### src/rtl/dft64_pkg.sv
// Shared constants and FSM state type for the dft64 sample loader family.
package dft64_pkg;

  localparam int N_POINTS = 64;
  localparam int IDX_W    = 6;

  typedef enum logic [1:0] {
    FILL      = 2'd0,
    LAUNCH    = 2'd1,
    WAIT_DONE = 2'd2
  } loader_state_e;

endpackage

### src/rtl/dft64_sample_bank.sv
// One 64-entry sample store: indexed single-port write, whole frame read out flat.
module dft64_sample_bank
  import dft64_pkg::*;
#(
  parameter int SAMPLE_W = 16
) (
  input  logic                         clk,
  input  logic                         reset_n,
  input  logic                         we,
  input  logic [IDX_W-1:0]             idx,
  input  logic [SAMPLE_W-1:0]          wdata,
  output logic [N_POINTS*SAMPLE_W-1:0] rdata
);

  logic [N_POINTS-1:0][SAMPLE_W-1:0] mem_q, mem_d;

  always_comb begin
    mem_d = mem_q;
    if (we) mem_d[idx] = wdata;
  end

  always_ff @(posedge clk or negedge reset_n) begin
    if (!reset_n) mem_q <= '0;
    else          mem_q <= mem_d;
  end

  // Packed element k lands at bits [k*SAMPLE_W +: SAMPLE_W].
  assign rdata = mem_q;

endmodule

### src/rtl/dft64_sample_loader.sv
// Collects 64-sample frames and launches them into a dft64 core.
// Define DFT64_LOADER_DOUBLE_BUF_EN for ping-pong banks (fill while the core is busy).
module dft64_sample_loader #(
  parameter int SAMPLE_W = 16,
  parameter int N_POINTS = dft64_pkg::N_POINTS
) (
  input  logic                         clk,
  input  logic                         reset_n,
  input  logic                         in_valid,
  input  logic [SAMPLE_W-1:0]          in_data,
  output logic                         in_ready,
  output logic                         calculate,
  input  logic                         done,
  output logic [N_POINTS*SAMPLE_W-1:0] samples,
  output logic                         busy,
  output logic [7:0]                   frame_count
);
  import dft64_pkg::*;

`ifdef DFT64_LOADER_DOUBLE_BUF_EN
  localparam int NB = 2;
`else
  localparam int NB = 1;
`endif

  loader_state_e    state_q, state_d;
  logic [IDX_W-1:0] wr_idx_q, wr_idx_d;
  logic             in_ready_q, in_ready_d;
  logic             calc_q, calc_d;
  logic             busy_q, busy_d;
  logic             pend_q, pend_d;
  logic [7:0]       frame_cnt_q, frame_cnt_d;
  logic             accept, last, launch;

  logic [NB-1:0]                         bank_we;
  logic [NB-1:0][N_POINTS*SAMPLE_W-1:0]  bank_rd;

  assign accept = in_valid && in_ready_q;
  assign last   = accept && (wr_idx_q == IDX_W'(N_POINTS - 1));

  // pend marks a completed fill bank still waiting for the core to free up.
  always_comb begin
    state_d  = state_q;
    wr_idx_d = accept ? wr_idx_q + IDX_W'(1) : wr_idx_q;
    pend_d   = pend_q;
    launch   = 1'b0;
    case (state_q)
      FILL:      launch = last;
      LAUNCH: begin
        state_d = WAIT_DONE;
        if (last) pend_d = 1'b1;
      end
      WAIT_DONE: begin
        if (done) begin
          if (pend_q || last) launch  = 1'b1;
          else                state_d = FILL;
        end else if (last) begin
          pend_d = 1'b1;
        end
      end
      default:   state_d = FILL;
    endcase
    if (launch) begin
      state_d = LAUNCH;
      pend_d  = 1'b0;
    end
    calc_d      = launch;
    busy_d      = (state_d != FILL);
    frame_cnt_d = frame_cnt_q + 8'(launch);
`ifdef DFT64_LOADER_DOUBLE_BUF_EN
    in_ready_d  = !pend_d;
`else
    in_ready_d  = (state_d == FILL);
`endif
  end

  always_ff @(posedge clk or negedge reset_n) begin
    if (!reset_n) begin
      state_q     <= FILL;
      wr_idx_q    <= '0;
      in_ready_q  <= 1'b0;
      calc_q      <= 1'b0;
      busy_q      <= 1'b0;
      pend_q      <= 1'b0;
      frame_cnt_q <= '0;
    end else begin
      state_q     <= state_d;
      wr_idx_q    <= wr_idx_d;
      in_ready_q  <= in_ready_d;
      calc_q      <= calc_d;
      busy_q      <= busy_d;
      pend_q      <= pend_d;
      frame_cnt_q <= frame_cnt_d;
    end
  end

`ifdef DFT64_LOADER_DOUBLE_BUF_EN
  logic fill_q, fill_d;
  logic disp_q, disp_d;

  // On launch the just-filled bank goes on display and filling moves to the other.
  always_comb begin
    fill_d = fill_q;
    disp_d = disp_q;
    if (launch) begin
      disp_d = fill_q;
      fill_d = ~fill_q;
    end
  end

  always_ff @(posedge clk or negedge reset_n) begin
    if (!reset_n) begin
      fill_q <= 1'b0;
      disp_q <= 1'b0;
    end else begin
      fill_q <= fill_d;
      disp_q <= disp_d;
    end
  end

  assign bank_we = {accept && fill_q, accept && !fill_q};
  assign samples = bank_rd[disp_q];
`else
  assign bank_we = accept;
  assign samples = bank_rd[0];
`endif

  for (genvar b = 0; b < NB; b++) begin : g_bank
    dft64_sample_bank #(.SAMPLE_W(SAMPLE_W)) u_bank (
      .clk     (clk),
      .reset_n (reset_n),
      .we      (bank_we[b]),
      .idx     (wr_idx_q),
      .wdata   (in_data),
      .rdata   (bank_rd[b])
    );
  end

  assign in_ready    = in_ready_q;
  assign calculate   = calc_q;
  assign busy        = busy_q;
  assign frame_count = frame_cnt_q;

endmodule

### config.mk
export PLATFORM = sky130hd
export DESIGN_NAME = dft64_sample_loader
export DESIGN_NICKNAME = d
export VERILOG_FILES = /design/src/rtl/dft64_pkg.sv /design/src/rtl/dft64_sample_bank.sv /design/src/rtl/dft64_sample_loader.sv
export SDC_FILE = /design/constraint.sdc
export NUM_CORES = 1
export LEC_CHECK = 0
export ABC_CLOCK_PERIOD_IN_PS = 3050
export CORE_AREA = 2 2 408 410
export CTS_CLUSTER_SIZE = 28
export DETAILED_ROUTE_END_ITERATION = 7
export DIE_AREA = 0 0 410 412
export SYNTH_ARGS = -nofsm -noshare
export SYNTH_HDL_FRONTEND = slang
export SYNTH_HIERARCHICAL = 1
export SYNTH_SLANG_ARGS = --single-unit
### constraint.sdc
create_clock -name clk -period 3.05 [get_ports clk]
set_clock_uncertainty 0.05 [all_clocks]
set_input_delay 0.61 -clock clk [delete_from_list [all_inputs] [get_ports clk]]
set_output_delay 0.61 -clock clk [all_outputs]
set_load 0.02 [all_outputs]
# Word-level counts from Yosys, hierarchy flattened
# Cells that the tools add are included.
# Widths: inputs -> output; s select.
# totals
ff_bits,1044
in_bits,20
output_inout_bits,1035
elab_cells,102
# op_classes
add_sub_neg,2
n_lt_le_gt_ge,2
n_eq_ne,4
muxes,14
reduce_logical,9
# op_table
operator,n
$bwmux 1024,1
$demux 16 s6,1
$mux 16,1
$add 8x1->8,1
$lt 6x7->1 const B,1
$add 6x1->6 const B,1
$eq 6x6->1 const B,1
$ge 6x1->1 const B,1
$mux 2,3
$pmux 2 s3,1
$mux 1,5
$logic_not 2->1,2
$pmux 1 s2,2
$logic_and 1x1->1,3
$ne 3x3->1 const B,1
$reduce_bool 3->1,1
$eq 2x1->1 const B,1
$eq 2x2->1 const B,1
$reduce_and 2->1,1
$reduce_bool 2->1,1
$logic_or 1x1->1,1

# Depth between registers and ports, before layout
# Gate-level depths: netlist (run 1).
# logic_depth
depth_word,8
ltp_mapped,10
ltp_nobuf,9

# Hierarchy
# Netlist (run 1), hierarchy kept.
# modules_own_cells
module,instances,cells_each,area_per_inst_um2
dft64_sample_bank,1,2336,38498.2
dft64_sample_loader,1,68,874.6

# Worst setup path before layout (run 1)
# OpenSTA, ideal clock, no wires.
# synth_timing
path_kind,input port to flip-flop
startpoint,input in_valid
endpoint,register g_bank[0].u_bank.mem_q (netlist bit g_bank[0].u_bank/rdata[469])
arrival_ns,2.249
required_ns,2.875
slack_ns,0.627
cell_stages,7
path_buffers,3
path_cell_list,and2_1 buf_2 clkbuf_1 nand4b_1 nor2_1 buf_2 mux2_2
# synth_via
elab_chain_cells,1
# synth_lines
element,line,rtl
"start, declared",dft64_sample_loader.sv:9,"input logic in_valid,"
$logic_and 1x1->1,dft64_sample_loader.sv:38,assign accept = in_valid && in_ready_q;
named net accept,dft64_sample_loader.sv:33,"logic accept, last, launch;"
"end signal, assigned",dft64_sample_bank.sv:24,else mem_q <= mem_d;
"end, declared",dft64_sample_bank.sv:15,"logic [N_POINTS-1:0][SAMPLE_W-1:0] mem_q, mem_d;"
# The timed path passes the listed nets, and every way through them passes these cells.
# A chain may end at the register's enable or synchronous reset.

# Final worst setup path (run 1)
# layout_timing
startpoint,register g_bank[0].u_bank.mem_q (netlist bit g_bank[0].u_bank/rdata[95])
endpoint,output samples[95]
# layout_rtl
element,line,rtl
"end, declared",dft64_sample_loader.sv:14,"output logic [N_POINTS*SAMPLE_W-1:0] samples,"
# No word-level cell between the ends.

==> impl_metrics.csv, run 1 <==
group,metric,value,unit
yosys,yosys_register_bits,1044,
placement,dp_hpwl,108,mm
die,start_util,0.240,
routing,wl_per_cell,26.5,um
power,leakage,26.7,nW
yosys,syn_nets,2427,
sta,timing.fmax,0.388,GHz
run_status,status,"finished, final reports clean",
worst_setup_path,worstSetupPathType,"flip-flop to output port",
routing,drt_iter0_drc,1194,
yosys,synth.largest_area_cell,"dfrtp_1",
clocking,clockBufferDepth,3,
hold_path,hold_depth,2,
flow_run,maxCapViolCount,0,
hold_path,hp-class,"input port to flip-flop",
worst_setup_path,cpMaxStageDelayCell,"clkdlybuf4s50_1",
clocking,htreeDepth,3,
worst_setup_path,r2r-start,"wr_idx_q[3]",
placement,gp_congestion,0.783,
cells_and_area,drive_gt1_frac,0.396,
power,power,56.0,mW
yosys,ys_seq_area_frac,0.664,
routing,wl,154,mm
die,core_region_area,164000,um2
yosys,synth_flop_cell,"dfrtp_1",
hold_path,worstHoldStart,"in_data[8]",
yosys,synth_enable_flop_cells,0,
worst_setup_path,arrival,1.92,ns
worst_setup_path,max_stage_delay,0.70,ns
yosys,ys_warn_count,6,
routing,drt-vias-per-instance,4.36,
placement,place_area,53800,um2
cells_and_area,final_area,57800,um2
sta,worstMarginPinSlew,0.859,ns
routing,firstDrtPassIters,4,
worst_setup_path,path_cells,"clkdlybuf4s50_1",
power,p_per_area,968,nW/um2
yosys,synth_area_per_cell,16.4,um2
grt,overflow,0,
clocking,numCtsBuffers,114,
sta,finalCritPeriodShare,0.845,
sta,max_slew_margin,0.427,
clocking,cts_tree,"yes",
cells_and_area,syn_to_final_growth,46.9,%
worst_setup_path,r2r_slack,0.74,ns
power,vdd_drop_max,0.665,mV
routing,detail-route-antenna-nets,0,
grt,grt_max_degree,71,
yosys,yosys.area.top_type_share,0.664,
yosys,syn-cell-area,39400,um2
die,io_pins,1055,
die,die_h,412,um
yosys,synth.distinct_cells,36,
yosys,synth.area.top_cells,"dfrtp_1 (66%), mux2_2 (29%), buf_2 (1.0%), clkbuf_1 (0.99%), nand2_1 (0.31%)",
sta,fin_crit,2.58,ns
worst_setup_path,reg2reg_to,"frame_count[6]",
worst_setup_path,path_max_fanout,2,
cells_and_area,nFillCells,15800,
grt,antenna_found_initial,15,
worst_setup_path,startpoint_type,"flip-flop",
clocking,path_clk_slew,0.08,ns
worst_setup_path,critPathCaptureType,"output port",
clocking,cts_sinks,1044,
grt,grt_pass1_vias,26200,
die,rows,149,
grt,grt_pass1_wl,211,mm
hold_path,hold_end,"g_bank[0].u_bank/rdata[296]",
clocking,clkLatencyLatePin,0.72,ns
grt,grtUsageTotal,0.177,
routing,via_count,25400,
cells_and_area,layout.nets,3553,
cells_and_area,fin_util,0.352,
worst_setup_path,crit_required,2.39,ns
yosys,synthArstFlopShare,1.00,
die,die_width,410,um
sta,rsz0062_at_grt,"false",
worst_setup_path,critical_path.top_delay_family,"buffers and inverters",
sta,maxSlewViolCount,0,
routing,post-route-drc-count,0,
worst_setup_path,crit_buf_inv,1,
clocking,cts_root_buffer,"clkbuf_16",
yosys,synthCells,2404,
worst_setup_path,rr_worst_depth,8,
sta,hold_violations,0,
die,die_area,169000,um2
placement,port_buffers,1054,
sta,setup_viol,0,
==> what timing repair did <==
action	4_1_cts	5_1_grt
resized for setup	0	0
hold buffers	1	0
setup buffers	0	0
hold endpoints to repair	28	0
==> report_power, final <==
group	leakage [nW]	internal (mW)	switching [mW]	total [mW]
Combinational	10.7	10.4	10.9	21.3
Clock	1.95	8.52	5.93	14.4
Sequential	14.1	18.0	2.18	20.2
==> cells by family after synthesis <==
logic type	Yosys count	synth area share
AOI/OAI and AO/OA	6	0.00124
xor gates and xnor gates	11	0.00245
DFF	1044	0.664
adders and majority gates	3	0.000953
and+or+nand+nor	111	0.0162
muxes	1025	0.293
buffers and inverters	204	0.0223
==> stage by stage <==
step                      TNS [ns]  instances  hold slack [ns]  setup slack [ns]
after CTS                        0       5811           0.0547             0.307
final                            0       5815            0.150             0.472
after floorplan                  0       2404            0.264             0.627
after global placement      -0.866       5602            0.422           -0.0582
after detailed placement    -0.234       5602            0.417           -0.0321
after global routing             0       5811            0.106             0.301
==> registers in the layout, indices dropped and copies added, names as in the netlist <==
name                 flops
g_bank.u_bank/rdata   1024
frame_count              8
wr_idx_q                 6
state_q                  2
busy                     1
calculate                1
in_ready                 1
pend_q                   1
==> cells in the final DEF (no fill, tap or decap), drive strengths merged, types with 4 or more instances in the layout <==
| cell | instances |
|---|---|
| clkdlybuf4s50 | 1037 |
| clkinvlp | 6 |
| buf | 176 |
| nor2b | 4 |
| diode | 4 |
| clkbuf | 160 |
| nand2 | 48 |
| nand3 | 4 |
| xor2 | 4 |
| nor2 | 18 |
| inv | 4 |
| xnor2 | 7 |
| nor3b | 5 |
| dfrtp | 1044 |
| mux2 | 1025 |
| clkinv | 28 |
| bufinv | 10 |
| and3 | 5 |
==> area by class of cell <==
class                   instances  area (um2)  area share
well taps                    2189        2740      0.0474
multi-input cells            1156       12500       0.216
clock buffers                 160        3350      0.0579
clock inverters                48         617      0.0107
flip-flops and latches       1044       26100       0.452
diodes                          4        10.0    0.000173
repair buffers               1214       12500       0.216
==> synthesized netlist by cell type, types with 2 or more instances <==
cell / n
a22oi_2: 2
and3_1: 5
and3b_1: 3
and4b_1: 3
buf_1: 16
buf_2: 82
clkbuf_1: 104
dfrtp_1: 1044
ha_1: 3
mux2_1: 8
mux2_2: 1016
nand2_1: 32
nand2_2: 16
nand2b_1: 3
nand3_1: 4
nand3b_1: 3
nand4_1: 3
nand4b_1: 3
nor2_1: 18
nor2b_1: 4
nor3_2: 2
nor3b_1: 3
nor3b_2: 2
nor4bb_1: 3
o21ai_1: 2
xnor2_1: 7
xor2_1: 4
==> metal layers <==
layer | wire length, um | global-route usage | up-vias
met5 | 0 | 0 | -
met4 | 5320 | 0.0657 | 0
met3 | 9500 | 0.0438 | 220
met2 | 76900 | 0.302 | 833
met1 | 62400 | 0.215 | 13600
li1 | - | - | 10700
==> how the worst max path moves through the flow <==
stage / startpoint / to / depth (start not counted)
detailed placement: in_valid / g_bank[0].u_bank/rdata[737] / 7
global placement: in_valid / g_bank[0].u_bank/rdata[739] / 7
floorplan: in_valid / g_bank[0].u_bank/rdata[469] / 7
CTS: g_bank[0].u_bank/rdata[911] / samples[911] / 1
global route: g_bank[0].u_bank/rdata[911] / samples[911] / 1
finish: g_bank[0].u_bank/rdata[95] / samples[95] / 1
Note: power is estimated with default switching activity, not from simulation.
==> inputs of run 2 (changes only) <==
Settings changed: ABC_CLOCK_PERIOD_IN_PS 3050 to 2600.
Clock period 3.05 ns to 2.6 ns, I/O delays scaled along.
==> run 2 against run 1 <==
- via count up 0.35%
- sequential share of layout area is 0.23 points lower
- total power increased by 16%
- largest cell class unchanged
- cell area up 0.52%
- setup slack worse by 0.28 ns
- final cell count about the same
- global-route usage is 0.29 points lower
- clock power increased by 12%
- worst hold slack worse by 0.017 ns
- first-iteration DRC count grew 6.2%
- core utilization is 0.18 points higher
==> impl_metrics.csv, run 2 (synthesized netlist as in run 1, its figures left out) <==
group,metric,value,unit
hold_path,hp-class,"input port to flip-flop",
worst_setup_path,crit_required,2.03,ns
hold_path,worstHoldStart,"in_data[6]",
worst_setup_path,r2r-start,"wr_idx_q[1]",
clocking,clockBufferDepth,3,
worst_setup_path,max_stage_delay,0.77,ns
sta,max_slew_margin,0.496,
routing,firstDrtPassIters,4,
worst_setup_path,rr_worst_depth,10,
die,core_region_area,164000,um2
die,die_area,169000,um2
routing,wl,151,mm
power,vdd_drop_max,0.676,mV
sta,maxSlewViolCount,0,
routing,detail-route-antenna-nets,0,
grt,grt_max_degree,84,
routing,post-route-drc-count,0,
placement,gp_congestion,0.775,
sta,worstMarginPinSlew,0.756,ns
clocking,htreeDepth,3,
routing,via_count,25500,
worst_setup_path,critical_path.top_delay_family,"buffers and inverters",
placement,port_buffers,1054,
cells_and_area,layout.nets,3557,
clocking,path_clk_slew,0.06,ns
run_status,status,"finished, final reports clean",
grt,grtUsageTotal,0.174,
clocking,post_cts_buffers,0,
cells_and_area,syn_to_final_growth,47.6,%
worst_setup_path,path_max_fanout,2,
worst_setup_path,startpoint_type,"flip-flop",
die,rows,149,
worst_setup_path,worstSetupPathType,"flip-flop to output port",
worst_setup_path,critPathCaptureType,"output port",
worst_setup_path,path_cells,"clkdlybuf4s50_1",
die,die_width,410,um
worst_setup_path,setup.worst_path.start,"g_bank[0].u_bank/rdata[444]",
cells_and_area,layout_commonest_cell,"dfrtp_1",
clocking,cts_sinks,1044,
clocking,cts_root_buffer,"clkbuf_16",
sta,finalSetupTns,0,ns
worst_setup_path,r2r_slack,0.34,ns
routing,drt-vias-per-instance,4.38,
worst_setup_path,reg2reg_to,"frame_count[4]",
placement,dp_hpwl,102,mm
clocking,cts_tree,"yes",
cells_and_area,nFillCells,15900,
worst_setup_path,cpMaxStageDelayCell,"clkdlybuf4s50_1",
die,die_h,412,um
cells_and_area,mostFrequentLayoutCells,"dfrtp_1 (1,044), clkdlybuf4s50_1 (1,037), mux2_2 (1,016)",
cells_and_area,drive_gt1_frac,0.394,
hold_path,hold_end,"g_bank[0].u_bank/rdata[454]",
grt,antenna_found_initial,11,
worst_setup_path,crit_buf_inv,1,
cells_and_area,largest_register_ffs,1024,
routing,drt_iter0_drc,1268,
grt,overflow,0,
die,io_pins,1055,
sta,rsz0062_at_grt,"false",
placement,pre_cts_ws,-0.248,ns
power,p_per_area,1110,nW/um2
routing,wl_per_cell,26.0,um
sta,hold_violations,0,
sta,timing.final.ws_setup,0.188,ns
sta,finalCritPeriodShare,0.928,
sta,timing.fmax,0.415,GHz
sta,fin_crit,2.41,ns
power,leakage,26.8,nW
sta,setup_viol,0,
flow_run,maxCapViolCount,0,
clocking,clkLatencyLatePin,0.71,ns
hold_path,hold_depth,2,
grt,grt_pass1_wl,209,mm
die,start_util,0.240,
worst_setup_path,arrival,1.84,ns
grt,grt_pass1_vias,26400,
clocking,numCtsBuffers,113,
==> run 2: cell count changes in the layout (fill, tap and decap cells not counted), moves of 2 or more <==
| cell | delta |
|---|---|
| clkinvlp_4 | -3 |
| clkbuf_1 | +7 |
| buf_12 | +38 |
| bufinv_16 | -5 |
| clkinv_4 | +2 |
| clkinv_2 | -6 |
| clkbuf_16 | -4 |
| inv_6 | +2 |
| diode_2 | +6 |
| buf_4 | -34 |
==> run 2: layout make-up <==
class | instances | area [um2] | area share
Antenna cell | 10 | 25.0 | 0.000430
Clock buffer | 164 | 3290 | 0.0566
Clock inverter | 37 | 448 | 0.00771
Multi-Input combinational cell | 1156 | 12500 | 0.215
Sequential cell | 1044 | 26100 | 0.449
Tap cell | 2189 | 2740 | 0.0471
Timing Repair Buffer | 1219 | 13000 | 0.224
==> run 2: repair_timing <==
action | 4_1_cts | 5_1_grt
gates resized for setup | 0 | 0
hold endpoints to repair | 16 | 0
hold buffers | 2 | 0
==> run 2: power breakdown <==
part,internal [mW],switching (mW)
combinational,12.4,12.7
clock,9.28,6.79
sequential,21.1,2.48
==> run 2: how the worst max path moves through the flow <==
stage,to,slack (ns),cells after the start
CTS,samples[444],0.07,1
global placement,g_bank[0].u_bank/rdata[84],-0.29,7
detailed placement,g_bank[0].u_bank/rdata[82],-0.25,7
global route,samples[444],0.09,1
floorplan,g_bank[0].u_bank/rdata[469],0.27,7
finish,samples[444],0.19,1
==> run 2: routing by layer <==
metal  GRT usage  up-vias  routed length (um)
met5           0        -                   0
met4      0.0576        0                4890
met3      0.0455      235                9390
met2       0.300      842               75600
met1       0.210    13700               61400
li1            -    10700                   -
==> run 2: metrics by stage <==
step | power, mW | cells | instance area (um2) | utilization | hold slack, ns
6_report | 64.8 | 5819 | 58100 | 0.354 | 0.133
5_1_grt | 67.5 | 5809 | 58100 | 0.354 | 0.0517
4_1_cts | 65.6 | 5809 | 58100 | 0.354 | 0.0178
3_5_place_dp | 49.2 | 5606 | 54300 | 0.331 | 0.431
3_3_place_gp | 48.9 | 5606 | 54300 | 0.331 | 0.418
2_1_floorplan | 35.0 | 2404 | 39400 | - | 0.174
